[src/rtl/map_pkg.sv]
// Shared types and constants for the block-map RAM arbiter.
// Fill state encoding is used only when MAP_ARBITER_FILL_EN is defined.
package map_pkg;

  localparam int MAP_ADDR_W = 15;
  localparam int MAP_DATA_W = 5;
  localparam int MAP_DEPTH  = 32768;

  typedef logic [MAP_ADDR_W-1:0] map_addr_t;
  typedef logic [MAP_DATA_W-1:0] map_data_t;

  typedef enum logic [1:0] {
    ST_IDLE,
    ST_FILL,
    ST_DONE
  } fill_state_t;

  typedef struct packed {
    logic valid;
    logic id;
  } rd_tag_t;

endpackage

[src/rtl/map_arbiter_if.sv]
// Client request/grant/return bus plus the map RAM ports.
// slave = arbiter side, master = clients and RAM side.
interface map_arbiter_if;
  import map_pkg::*;

  logic      r0_req;
  map_addr_t r0_addr;
  logic      r0_gnt;
  logic      r0_rvalid;
  map_data_t r0_rdata;

  logic      r1_req;
  map_addr_t r1_addr;
  logic      r1_gnt;
  logic      r1_rvalid;
  map_data_t r1_rdata;

  logic      w0_req;
  map_addr_t w0_addr;
  map_data_t w0_data;
  logic      w0_gnt;

  logic      w1_req;
  map_addr_t w1_addr;
  map_data_t w1_data;
  logic      w1_gnt;

  logic      clear_start;
  map_data_t clear_data;
  logic      clear_busy;
  logic      clear_done;

  logic      ram_write_en;
  map_addr_t ram_write_addr;
  map_data_t ram_write_data;
  map_addr_t ram_block_addr;
  map_data_t ram_block_id;

  modport slave (
    input  r0_req, r0_addr,
    output r0_gnt, r0_rvalid, r0_rdata,
    input  r1_req, r1_addr,
    output r1_gnt, r1_rvalid, r1_rdata,
    input  w0_req, w0_addr, w0_data,
    output w0_gnt,
    input  w1_req, w1_addr, w1_data,
    output w1_gnt,
    input  clear_start, clear_data,
    output clear_busy, clear_done,
    output ram_write_en, ram_write_addr,
    output ram_write_data, ram_block_addr,
    input  ram_block_id
  );

  modport master (
    output r0_req, r0_addr,
    input  r0_gnt, r0_rvalid, r0_rdata,
    output r1_req, r1_addr,
    input  r1_gnt, r1_rvalid, r1_rdata,
    output w0_req, w0_addr, w0_data,
    input  w0_gnt,
    output w1_req, w1_addr, w1_data,
    input  w1_gnt,
    output clear_start, clear_data,
    input  clear_busy, clear_done,
    input  ram_write_en, ram_write_addr,
    input  ram_write_data, ram_block_addr,
    output ram_block_id
  );

endinterface

[src/rtl/map_rd_pipe.sv]
// Read-return tag pipeline: one {valid, id} tag per granted read,
// emerging RD_LAT cycles later to steer the RAM data to its owner.
module map_rd_pipe
  import map_pkg::*;
#(
  parameter int RD_LAT = 1
) (
  input  logic clk,
  input  logic rst,
  input  logic gnt0,
  input  logic gnt1,
  output logic rvalid0,
  output logic rvalid1
);

  rd_tag_t pipe [RD_LAT];

  // shift one tag per cycle; reset discards in-flight returns
  always_ff @(posedge clk) begin
    if (rst) begin
      for (int i = 0; i < RD_LAT; i++)
        pipe[i] <= '0;
    end else begin
      pipe[0] <= '{valid: gnt0 | gnt1, id: gnt1};
      for (int i = 1; i < RD_LAT; i++)
        pipe[i] <= pipe[i-1];
    end
  end

  assign rvalid0 = pipe[RD_LAT-1].valid & ~pipe[RD_LAT-1].id;
  assign rvalid1 = pipe[RD_LAT-1].valid &  pipe[RD_LAT-1].id;

endmodule

[src/rtl/map_arbiter.sv]
// Map RAM arbiter: 2 readers, 2 writers, optional full-map fill
// engine enabled by defining MAP_ARBITER_FILL_EN.
module map_arbiter
  import map_pkg::*;
#(
  parameter int RD_LAT     = 1,
  parameter int STARVE_MAX = 8
) (
  input  logic         clk,
  input  logic         rst,
  map_arbiter_if.slave bus
);

  logic      rst_q;
  logic      blk;
  logic [7:0] starve;
  logic      rd0, rd1;
  logic      wr0, wr1;
  logic      rv0, rv1;
  map_addr_t blk_addr_q;

  logic      fill_run;
  logic      fill_hold;
  logic      busy_raw;
  logic      done_raw;
  map_addr_t fill_addr;
  map_data_t fill_data;
  logic      fill_we;

  // outputs stay quiet during reset and the cycle after
  always_ff @(posedge clk) begin
    rst_q <= rst;
  end

  assign blk = rst | rst_q;

  // read arbitration: r0 first unless r1 has starved
  always_comb begin
    rd0 = 1'b0;
    rd1 = 1'b0;
    if (!blk) begin
      if (bus.r1_req && starve == 8'(STARVE_MAX))
        rd1 = 1'b1;
      else if (bus.r0_req)
        rd0 = 1'b1;
      else if (bus.r1_req)
        rd1 = 1'b1;
    end
  end

  // r1 starvation counter, saturating
  always_ff @(posedge clk) begin
    if (rst)
      starve <= '0;
    else if (!bus.r1_req || rd1)
      starve <= '0;
    else if (starve != 8'(STARVE_MAX))
      starve <= starve + 8'd1;
  end

  // last granted read address, held while idle
  always_ff @(posedge clk) begin
    if (rst)
      blk_addr_q <= '0;
    else if (rd0)
      blk_addr_q <= bus.r0_addr;
    else if (rd1)
      blk_addr_q <= bus.r1_addr;
  end

  assign bus.ram_block_addr = blk ? '0 :
                              rd0 ? bus.r0_addr :
                              rd1 ? bus.r1_addr :
                              blk_addr_q;

  assign bus.r0_gnt = rd0;
  assign bus.r1_gnt = rd1;

  map_rd_pipe #(
    .RD_LAT (RD_LAT)
  ) u_rd_pipe (
    .clk     (clk),
    .rst     (rst),
    .gnt0    (rd0),
    .gnt1    (rd1),
    .rvalid0 (rv0),
    .rvalid1 (rv1)
  );

  assign bus.r0_rvalid = rv0 & ~blk;
  assign bus.r1_rvalid = rv1 & ~blk;
  assign bus.r0_rdata  = bus.r0_rvalid ? bus.ram_block_id : '0;
  assign bus.r1_rdata  = bus.r1_rvalid ? bus.ram_block_id : '0;

`ifdef MAP_ARBITER_FILL_EN
  fill_state_t state, state_nx;
  map_addr_t   fill_cnt;

  // fill state, address counter and captured fill value
  always_ff @(posedge clk) begin
    if (rst) begin
      state     <= ST_IDLE;
      fill_cnt  <= '0;
      fill_data <= '0;
    end else begin
      state <= state_nx;
      if (state == ST_IDLE && bus.clear_start) begin
        fill_cnt  <= '0;
        fill_data <= bus.clear_data;
      end else if (state == ST_FILL) begin
        fill_cnt <= fill_cnt + 15'd1;
      end
    end
  end

  // fill next state; client writes locked out while it owns the port
  always_comb begin
    state_nx  = state;
    fill_run  = 1'b0;
    fill_hold = 1'b0;
    busy_raw  = 1'b0;
    done_raw  = 1'b0;
    unique case (state)
      ST_IDLE: begin
        if (bus.clear_start) begin
          state_nx  = ST_FILL;
          fill_hold = 1'b1;
        end
      end
      ST_FILL: begin
        fill_run  = 1'b1;
        fill_hold = 1'b1;
        busy_raw  = 1'b1;
        if (fill_cnt == 15'(MAP_DEPTH - 1))
          state_nx = ST_DONE;
      end
      ST_DONE: begin
        fill_hold = 1'b1;
        done_raw  = 1'b1;
        state_nx  = ST_IDLE;
      end
      default: state_nx = ST_IDLE;
    endcase
  end

  assign fill_addr = fill_cnt;
`else
  logic unused_fill;

  assign unused_fill = ^{bus.clear_start, bus.clear_data};
  assign fill_run    = 1'b0;
  assign fill_hold   = 1'b0;
  assign busy_raw    = 1'b0;
  assign done_raw    = 1'b0;
  assign fill_addr   = '0;
  assign fill_data   = '0;
`endif

  assign fill_we        = fill_run & ~blk;
  assign bus.clear_busy = busy_raw & ~blk;
  assign bus.clear_done = done_raw & ~blk;

  // write arbitration: w0 over w1, both yield to the fill
  always_comb begin
    wr0 = 1'b0;
    wr1 = 1'b0;
    if (!blk && !fill_hold) begin
      if (bus.w0_req)
        wr0 = 1'b1;
      else if (bus.w1_req)
        wr1 = 1'b1;
    end
  end

  assign bus.w0_gnt = wr0;
  assign bus.w1_gnt = wr1;

  // RAM write port mux, zero when idle
  always_comb begin
    bus.ram_write_en   = 1'b0;
    bus.ram_write_addr = '0;
    bus.ram_write_data = '0;
    if (fill_we) begin
      bus.ram_write_en   = 1'b1;
      bus.ram_write_addr = fill_addr;
      bus.ram_write_data = fill_data;
    end else if (wr0) begin
      bus.ram_write_en   = 1'b1;
      bus.ram_write_addr = bus.w0_addr;
      bus.ram_write_data = bus.w0_data;
    end else if (wr1) begin
      bus.ram_write_en   = 1'b1;
      bus.ram_write_addr = bus.w1_addr;
      bus.ram_write_data = bus.w1_data;
    end
  end

endmodule

[src/flat_wrapper.sv]
// flat-port wrapper written by rule: the top's interface ports become plain ports
module map_arbiter_flat import map_pkg::*;
#(
  parameter int RD_LAT     = 1,
  parameter int STARVE_MAX = 8
)
  (clk, rst, bus_r0_req, bus_r0_addr, bus_r0_gnt, bus_r0_rvalid, bus_r0_rdata, bus_r1_req, bus_r1_addr, bus_r1_gnt, bus_r1_rvalid, bus_r1_rdata, bus_w0_req, bus_w0_addr, bus_w0_data, bus_w0_gnt, bus_w1_req, bus_w1_addr, bus_w1_data, bus_w1_gnt, bus_clear_start, bus_clear_data, bus_clear_busy, bus_clear_done, bus_ram_write_en, bus_ram_write_addr, bus_ram_write_data, bus_ram_block_addr, bus_ram_block_id);
  map_arbiter_if bus_i ();
  input  logic clk;
  input  logic rst;
  input wire logic [$bits(bus_i.r0_req)-1:0] bus_r0_req;
  input wire logic [$bits(bus_i.r0_addr)-1:0] bus_r0_addr;
  output wire logic [$bits(bus_i.r0_gnt)-1:0] bus_r0_gnt;
  output wire logic [$bits(bus_i.r0_rvalid)-1:0] bus_r0_rvalid;
  output wire logic [$bits(bus_i.r0_rdata)-1:0] bus_r0_rdata;
  input wire logic [$bits(bus_i.r1_req)-1:0] bus_r1_req;
  input wire logic [$bits(bus_i.r1_addr)-1:0] bus_r1_addr;
  output wire logic [$bits(bus_i.r1_gnt)-1:0] bus_r1_gnt;
  output wire logic [$bits(bus_i.r1_rvalid)-1:0] bus_r1_rvalid;
  output wire logic [$bits(bus_i.r1_rdata)-1:0] bus_r1_rdata;
  input wire logic [$bits(bus_i.w0_req)-1:0] bus_w0_req;
  input wire logic [$bits(bus_i.w0_addr)-1:0] bus_w0_addr;
  input wire logic [$bits(bus_i.w0_data)-1:0] bus_w0_data;
  output wire logic [$bits(bus_i.w0_gnt)-1:0] bus_w0_gnt;
  input wire logic [$bits(bus_i.w1_req)-1:0] bus_w1_req;
  input wire logic [$bits(bus_i.w1_addr)-1:0] bus_w1_addr;
  input wire logic [$bits(bus_i.w1_data)-1:0] bus_w1_data;
  output wire logic [$bits(bus_i.w1_gnt)-1:0] bus_w1_gnt;
  input wire logic [$bits(bus_i.clear_start)-1:0] bus_clear_start;
  input wire logic [$bits(bus_i.clear_data)-1:0] bus_clear_data;
  output wire logic [$bits(bus_i.clear_busy)-1:0] bus_clear_busy;
  output wire logic [$bits(bus_i.clear_done)-1:0] bus_clear_done;
  output wire logic [$bits(bus_i.ram_write_en)-1:0] bus_ram_write_en;
  output wire logic [$bits(bus_i.ram_write_addr)-1:0] bus_ram_write_addr;
  output wire logic [$bits(bus_i.ram_write_data)-1:0] bus_ram_write_data;
  output wire logic [$bits(bus_i.ram_block_addr)-1:0] bus_ram_block_addr;
  input wire logic [$bits(bus_i.ram_block_id)-1:0] bus_ram_block_id;
  assign bus_i.r0_req = bus_r0_req;
  assign bus_i.r0_addr = bus_r0_addr;
  assign bus_r0_gnt = bus_i.r0_gnt;
  assign bus_r0_rvalid = bus_i.r0_rvalid;
  assign bus_r0_rdata = bus_i.r0_rdata;
  assign bus_i.r1_req = bus_r1_req;
  assign bus_i.r1_addr = bus_r1_addr;
  assign bus_r1_gnt = bus_i.r1_gnt;
  assign bus_r1_rvalid = bus_i.r1_rvalid;
  assign bus_r1_rdata = bus_i.r1_rdata;
  assign bus_i.w0_req = bus_w0_req;
  assign bus_i.w0_addr = bus_w0_addr;
  assign bus_i.w0_data = bus_w0_data;
  assign bus_w0_gnt = bus_i.w0_gnt;
  assign bus_i.w1_req = bus_w1_req;
  assign bus_i.w1_addr = bus_w1_addr;
  assign bus_i.w1_data = bus_w1_data;
  assign bus_w1_gnt = bus_i.w1_gnt;
  assign bus_i.clear_start = bus_clear_start;
  assign bus_i.clear_data = bus_clear_data;
  assign bus_clear_busy = bus_i.clear_busy;
  assign bus_clear_done = bus_i.clear_done;
  assign bus_ram_write_en = bus_i.ram_write_en;
  assign bus_ram_write_addr = bus_i.ram_write_addr;
  assign bus_ram_write_data = bus_i.ram_write_data;
  assign bus_ram_block_addr = bus_i.ram_block_addr;
  assign bus_i.ram_block_id = bus_ram_block_id;
  map_arbiter #(.RD_LAT(RD_LAT), .STARVE_MAX(STARVE_MAX)) u_core (.clk(clk), .rst(rst), .bus(bus_i));
endmodule
[config.mk]
export PLATFORM = sky130hd
export DESIGN_NAME = map_arbiter_flat
export DESIGN_NICKNAME = d
export VERILOG_FILES = /design/src/rtl/map_pkg.sv /design/src/rtl/map_arbiter_if.sv /design/src/rtl/map_rd_pipe.sv /design/src/rtl/map_arbiter.sv /design/src/flat_wrapper.sv
export SDC_FILE = /design/constraint.sdc
export NUM_CORES = 1
export LEC_CHECK = 0
export ABC_CLOCK_PERIOD_IN_PS = 3550
export CAP_MARGIN = 5
export CELL_PAD_IN_SITES_DETAIL_PLACEMENT = 0
export CELL_PAD_IN_SITES_GLOBAL_PLACEMENT = 2
export CORE_UTILIZATION = 18
export CTS_CLUSTER_SIZE = 30
export DETAILED_ROUTE_END_ITERATION = 6
export GPL_ROUTABILITY_DRIVEN = 0
export GPL_TIMING_DRIVEN = 0
export HOLD_SLACK_MARGIN = 0.08
export PLACE_DENSITY = 0.81
export SYNTH_ARGS = -nofsm -noshare
export SYNTH_HDL_FRONTEND = slang
export SYNTH_SLANG_ARGS = --single-unit
export TNS_END_PERCENT = 10
[constraint.sdc]
create_clock -name clk -period 3.55 [get_ports clk]
set_input_delay 0.71 -clock clk [delete_from_list [all_inputs] [get_ports clk]]
set_output_delay 0.71 -clock clk [all_outputs]
set_load 0.05 [all_outputs]
==> results of run 1 <==
==> metrics by stage <==
step | power [mW] | instances | hold WS (ps) | setup slack (ps)
final | 0.784 | 468 | 561 | 1.18
after global routing | 0.816 | 468 | 596 | -192
after CTS | 0.796 | 468 | 562 | -123
after detailed placement | 0.621 | 463 | 549 | -488
after global placement | 0.620 | 463 | 528 | -508
after floorplan | 0.471 | 198 | 502 | 119
==> layout make-up <==
type / count / area share (%)
clock buffers: 3 / 1.27
inverters: 4 / 0.463
plain buffers: 21 / 4.70
multi-input cells: 147 / 34.8
flip-flops and latches: 26 / 16.0
well taps: 133 / 5.13
repair buffers: 134 / 37.5
==> per-layer routing <==
layer	wire length, um	global-route usage, %	vias up
li1	-	-	1043
met1	2940	14.8	970
met2	3060	21.6	94
met3	646	2.67	4
met4	53	3.63	0
met5	0	0	-
==> worst min-delay path: stages, from the launching register on <==
cell and delay, ps:
dfxtp_1 370, o21ai_0 90, a21oi_1 60
==> cells by family (layout without fill, tap and decap cells) <==
logic type      Yosys count  after routing
fa+ha+maj                 2              2
other cells               1              2
buf+inv                  25            162
xor+xnor                  3              3
mux                      15             15
flops                    26             26
simple gates             44             44
compound gates           81             81
==> cells in the mapped netlist (all sizes together) (3+ instances only) <==
library cell,instances
a211oi,46
dfxtp,26
a22o,20
buf,16
mux2i,15
and2,13
a21oi,6
nor2,6
clkbuf,5
o21ai,5
inv,4
nand3,4
or3,4
nand4,3
nor3b,3
==> worst min-delay path by stage <==
| stage | from | end | slack (ps) |
|---|---|---|---|
| after global routing | u_core.starve[0] | u_core.starve[0] | 600 |
| after detailed placement | u_core.starve[0] | u_core.starve[0] | 550 |
| after floorplan | u_core.starve[0] | u_core.starve[0] | 500 |
| final | u_core.starve[7] | u_core.starve[7] | 560 |
| after global placement | u_core.starve[7] | u_core.starve[7] | 530 |
| after CTS | u_core.starve[0] | u_core.starve[0] | 560 |
==> state kept, by name (all words and copies together) (netlist names) <==
signal	flops
u_core.blk_addr_q	15
u_core.u_rd_pipe.pipe	2
u_core.starve	8
u_core.rst_q	1
==> repair_timing <==
| action | CTS | global route |
|---|---|---|
| setup endpoints to repair | 46 | 46 |
| resized for setup | 135 | 64 |
| setup buffers | 2 | 0 |
| endpoints found under the hold margin | 0 | 0 |
==> power by group through the flow <==
stage          logic (mW)  clock network, mW  registers, mW
2_1_floorplan       0.155                  0          0.316
3_3_place_gp        0.302                  0          0.317
3_5_place_dp        0.303                  0          0.318
4_1_cts             0.299              0.185          0.311
5_1_grt             0.310              0.193          0.312
6_report            0.292              0.182          0.311
==> flow_metrics.tcl, run 1 <==
set metrics [dict create \
    max-vdd-ir-drop_mv 0.143 \
    ys_ff_latch 26 \
    grtUsageTotal_pct 12.2 \
    muxShareOfSynthArea_pct 8.35 \
    vias_per_cell 4.51 \
    wl_mm 6.70 \
    arrival_ps 2840 \
    pwr-share-clk_pct 23.2 \
    fin_util_pct 33.4 \
    num_rows 36 \
    netSwitchingFraction_pct 33.5 \
    root_buffer "clkbuf_8" \
    setup_viol 0 \
    htree_levels 1 \
    layout_common_cells "clkdlybuf4s50_1 (81), a211oi_1 (45), dfxtp_1 (26), buf_2 (25), a22o_1 (20)" \
    worst_r2r_endpoint "u_core.blk_addr_q[10]" \
    status "finished, final reports clean" \
    critical-path-slowest-cell "clkdlybuf4s50_1" \
    final_cell_area_um2 3250 \
    yosysUniqueCellTypes 36 \
    synth_area_um2 1800 \
    synth_top_cell_by_area "dfxtp_1" \
    clk_path_buf_depth 2 \
    vias 2111 \
    ys_warn_count 0 \
    r2r-start "u_core.starve[0]" \
    yosys-top-cells-area "dfxtp_1 (29%), a211oi_1 (19%), a22o_1 (9.7%), mux2i_1 (8.4%), and2_1 (4.5%)" \
    finalCritPeriodShare_pct 100 \
    crit_path_cell_trace "clkdlybuf4s50_1 > or3b_1 > buf_6 > clkbuf_1 > a211oi_1 > a211oi_1 > clkdlybuf4s15_2" \
    multiInputGateArea_um2 1130 \
    drc_errors 0 \
    cts_tree "done" \
    rsz0062_at_grt "yes" \
    io_pins 141 \
    route.detailed.wl_per_inst_um 14.3 \
    crit_cells 7 \
    worstMarginPinSlew_ps 575 \
    final_nets 426 \
    portBuffers 132 \
    cp_max_fo 10 \
    cts_made_buffers 3 \
    cp_top_family "buffers and inverters" \
    die_area_um2 10400 \
    antenna_found_initial 0 \
    startpoint "bus_r0_req" \
    n_fill_cell 1036 \
    dr.pass1.iters 4 \
    crit_path_start_kind "input pin" \
    hold_buffers 0 \
    clk_pin_slew_ps 100 \
    hold_class "register to register" \
    core_um2 9730 \
    syn_avg_cell_area_um2 9.13 \
    relSlewSlack_pct 61.7 \
    final_max_slew_viol_count 0 \
    first_iter_violations 61 \
    synth-async-reset-ratio_pct 0 \
    synth_edf_count 0 \
    grt_pass1_vias 2045 \
    crit_required_ps 2840 \
    max_freq_mhz 282 \
    comb_power_share_pct 37.2 \
    synth_xor_xnor_area_share_pct 1.46 \
    reg2reg_depth 7 \
    place_hpwl_mm 5.18 \
    placed_area_um2 3290 \
    synth_top_family_by_area "compound AO/OA/AOI/OAI gates" \
    path_buf_inv 4 \
    grt_max_degree 14 \
    fin_crit_ps 3550 \
    regArea_um2 520 \
    p_leak_nw 1.34 \
    finClkSkew_ps 5.43 \
    reg2reg_setup_slack_ps 1610 \
    maxCapViolCount 0 \
    p_per_area_nw_per_um2 242 \
    area_delta_synth_final_pct 80.5 \
    setup-tns-final_ps 0 \
    timing.critical_path.mode_cell "a211oi_1" \
    p_int_mw 0.522 \
    ys_seq_area_share_pct 28.9 \
    worstSetupEndpoint "bus_ram_block_addr[10]" \
    floorplan.initialDensity_pct 18.5 \
    synthFlopType "dfxtp_1" \
    grt_pass1_wl_mm 9.94 \
    synth-simple-area-share_pct 16.2 \
    final_common_cell "clkdlybuf4s50_1" \
    die_y_um 102 \
    sequentialPowerShare_pct 39.6 \
    drive_above_1_share_pct 20.6 \
    overflow 0 \
    setup.worst_path.class "input pin to output port" \
    synth_compound_area_share_pct 34.4 \
    die_w_um 102 \
    clk-insertion-delay-late_ps 280 \
    switching_power_mw 0.263 \
    crit_path_end_kind "output port" \
    insertedDiodeCount 0 \
    crit_path_max_incr_delay_ps 570 \
    synth_fa_ha_area_share_pct 1.39 \
    cts_sinks 26 \
    hold_depth 2 \
    finalHoldViolations 0 \
    synth_top_cell_area_share_pct 28.9 \
    ant_nets 0 \
    synth_cells 197 \
]
Note: power is estimated with default switching activity, not from simulation.
==> inputs of run 2 (changes only) <==
- ABC_CLOCK_PERIOD_IN_PS: 3550 -> not set
- CORE_UTILIZATION: 18 -> 35
- DONT_BUFFER_PORTS: not set -> 1
==> flow_metrics.tcl, run 2 (synthesis gave the netlist of run 1 again) <==
set metrics [dict create \
    final_cell_area_um2 2000 \
    route.detailed.wl_per_inst_um 20.5 \
    die_area_um2 5430 \
    setup_viol 0 \
    crit_path_start_kind "input pin" \
    cts_made_buffers 3 \
    floorplan.initialDensity_pct 37.3 \
    clk-insertion-delay-late_ps 270 \
    final_cells 268 \
    max_freq_mhz 295 \
    dp.cells 265 \
    arrival_ps 2680 \
    num_rows 25 \
    core_um2 4820 \
    status "finished, final reports clean" \
    p_leak_nw 0.654 \
    hold_buffers 0 \
    top_regs "u_core.blk_addr_q (15), u_core.starve (8), u_core.u_rd_pipe.pipe (2)" \
    root_buffer "clkbuf_8" \
    setup.worst_path.class "input pin to output port" \
    finalHoldViolations 0 \
    worstMarginPinSlew_ps 1040 \
    final_nets 292 \
    io_pins 141 \
    regMostFlops "u_core.blk_addr_q" \
    antenna_found_initial 0 \
    setup_ws_ps 163 \
    die_y_um 73.7 \
    max-vdd-ir-drop_mv 0.152 \
    grt_max_degree 14 \
    final_max_slew_viol_count 0 \
    post_cts_buffers 0 \
    regArea_um2 520 \
    area_delta_synth_final_pct 11.3 \
    multiInputGateArea_um2 1190 \
    vias_per_cell 6.28 \
    insertedDiodeCount 0 \
    htree_levels 1 \
    clk_path_buf_depth 2 \
    vias 1682 \
    clk_pin_slew_ps 80 \
    drive_above_1_share_pct 19.9 \
    cts_sinks 26 \
    place_hpwl_mm 4.42 \
    final_common_cell "a211oi_1" \
    fin_crit_ps 3390 \
    cts_tree "done" \
    grtUsageTotal_pct 19.5 \
    fin_hold_ws_ps 458 \
    portBuffers 0 \
    finalCritPeriodShare_pct 95.4 \
    drc_errors 0 \
    placed_area_um2 1960 \
    grt_pass1_vias 1615 \
    die_w_um 73.7 \
    grt_pass1_wl_mm 7.98 \
    maxCapViolCount 0 \
    crit_path_end_kind "output port" \
    dr.pass1.iters 4 \
    cp_max_fo 10 \
    relSlewSlack_pct 30.2 \
    p_per_area_nw_per_um2 328 \
    rsz0062_at_grt "no" \
    crit_required_ps 2840 \
    wl_mm 5.48 \
    n_fill_cell 496 \
    post_cts_resized 0 \
    pre_cts_ws_ps 160 \
    layout_common_cells "a211oi_1 (31), dfxtp_1 (26), a22o_1 (20), mux2i_1 (15), a211oi_2 (15)" \
    finClkSkew_ps 1.03 \
    ant_nets 0 \
    hold_class "input pin to register" \
    largest_reg_flops 15 \
    first_iter_violations 52 \
    overflow 0 \
]
## run 2: final timing paths
kind / slack (ps) / start / cells after the start / endpoint
setup / recovery: 160 / rst / 5 / bus_r0_rdata[0]
hold reg to reg: 550 / u_core.starve[7] / 2 / u_core.starve[7]
hold / removal: 460 / rst / 0 / u_core.rst_q
setup reg to reg: 1590 / u_core.starve[0] / 7 / u_core.blk_addr_q[11]
## run 2: critical path: stages
cell     delay (ps)
buf_6           120
or2_1           210
buf_2           200
nor3b_2         870
and2_1          560
## run 2: metrics by stage
step	power [mW]	TNS, ps	utilization (%)
after floorplan	0.471	0	-
after global placement	0.487	-72.9	39.2
after detailed placement	0.499	0	40.7
after CTS	0.662	0	41.6
after global routing	0.687	0	41.6
final	0.657	0	41.6
## run 2: metal layers
layer  track usage [%]  part of all wire (%)
met4              5.13                  0.95
met5                 0                     0
met1              20.1                    38
met3              3.84                   6.6
met2              39.2                    54
## run 2: layout make-up
cell class	instances	area share [%]
plain buffers	21	7.31
inverters	4	0.750
clock buffers	3	2.06
multi-input cells	147	59.7
well taps	67	4.19
flip-flops and latches	26	26.0
## run 2: where the power goes
part	switching [mW]	internal, mW
Combinational	0.135	0.0463
Sequential	0.00524	0.306
Clock	0.0893	0.0762
Total	0.229	0.428
==> inputs of run 3 (changes only) <==
- CTS_CLUSTER_DIAMETER: not set -> 50
==> results of run 3 <==
Same layout as run 2: the final DEF is identical, and so are final timing and power.
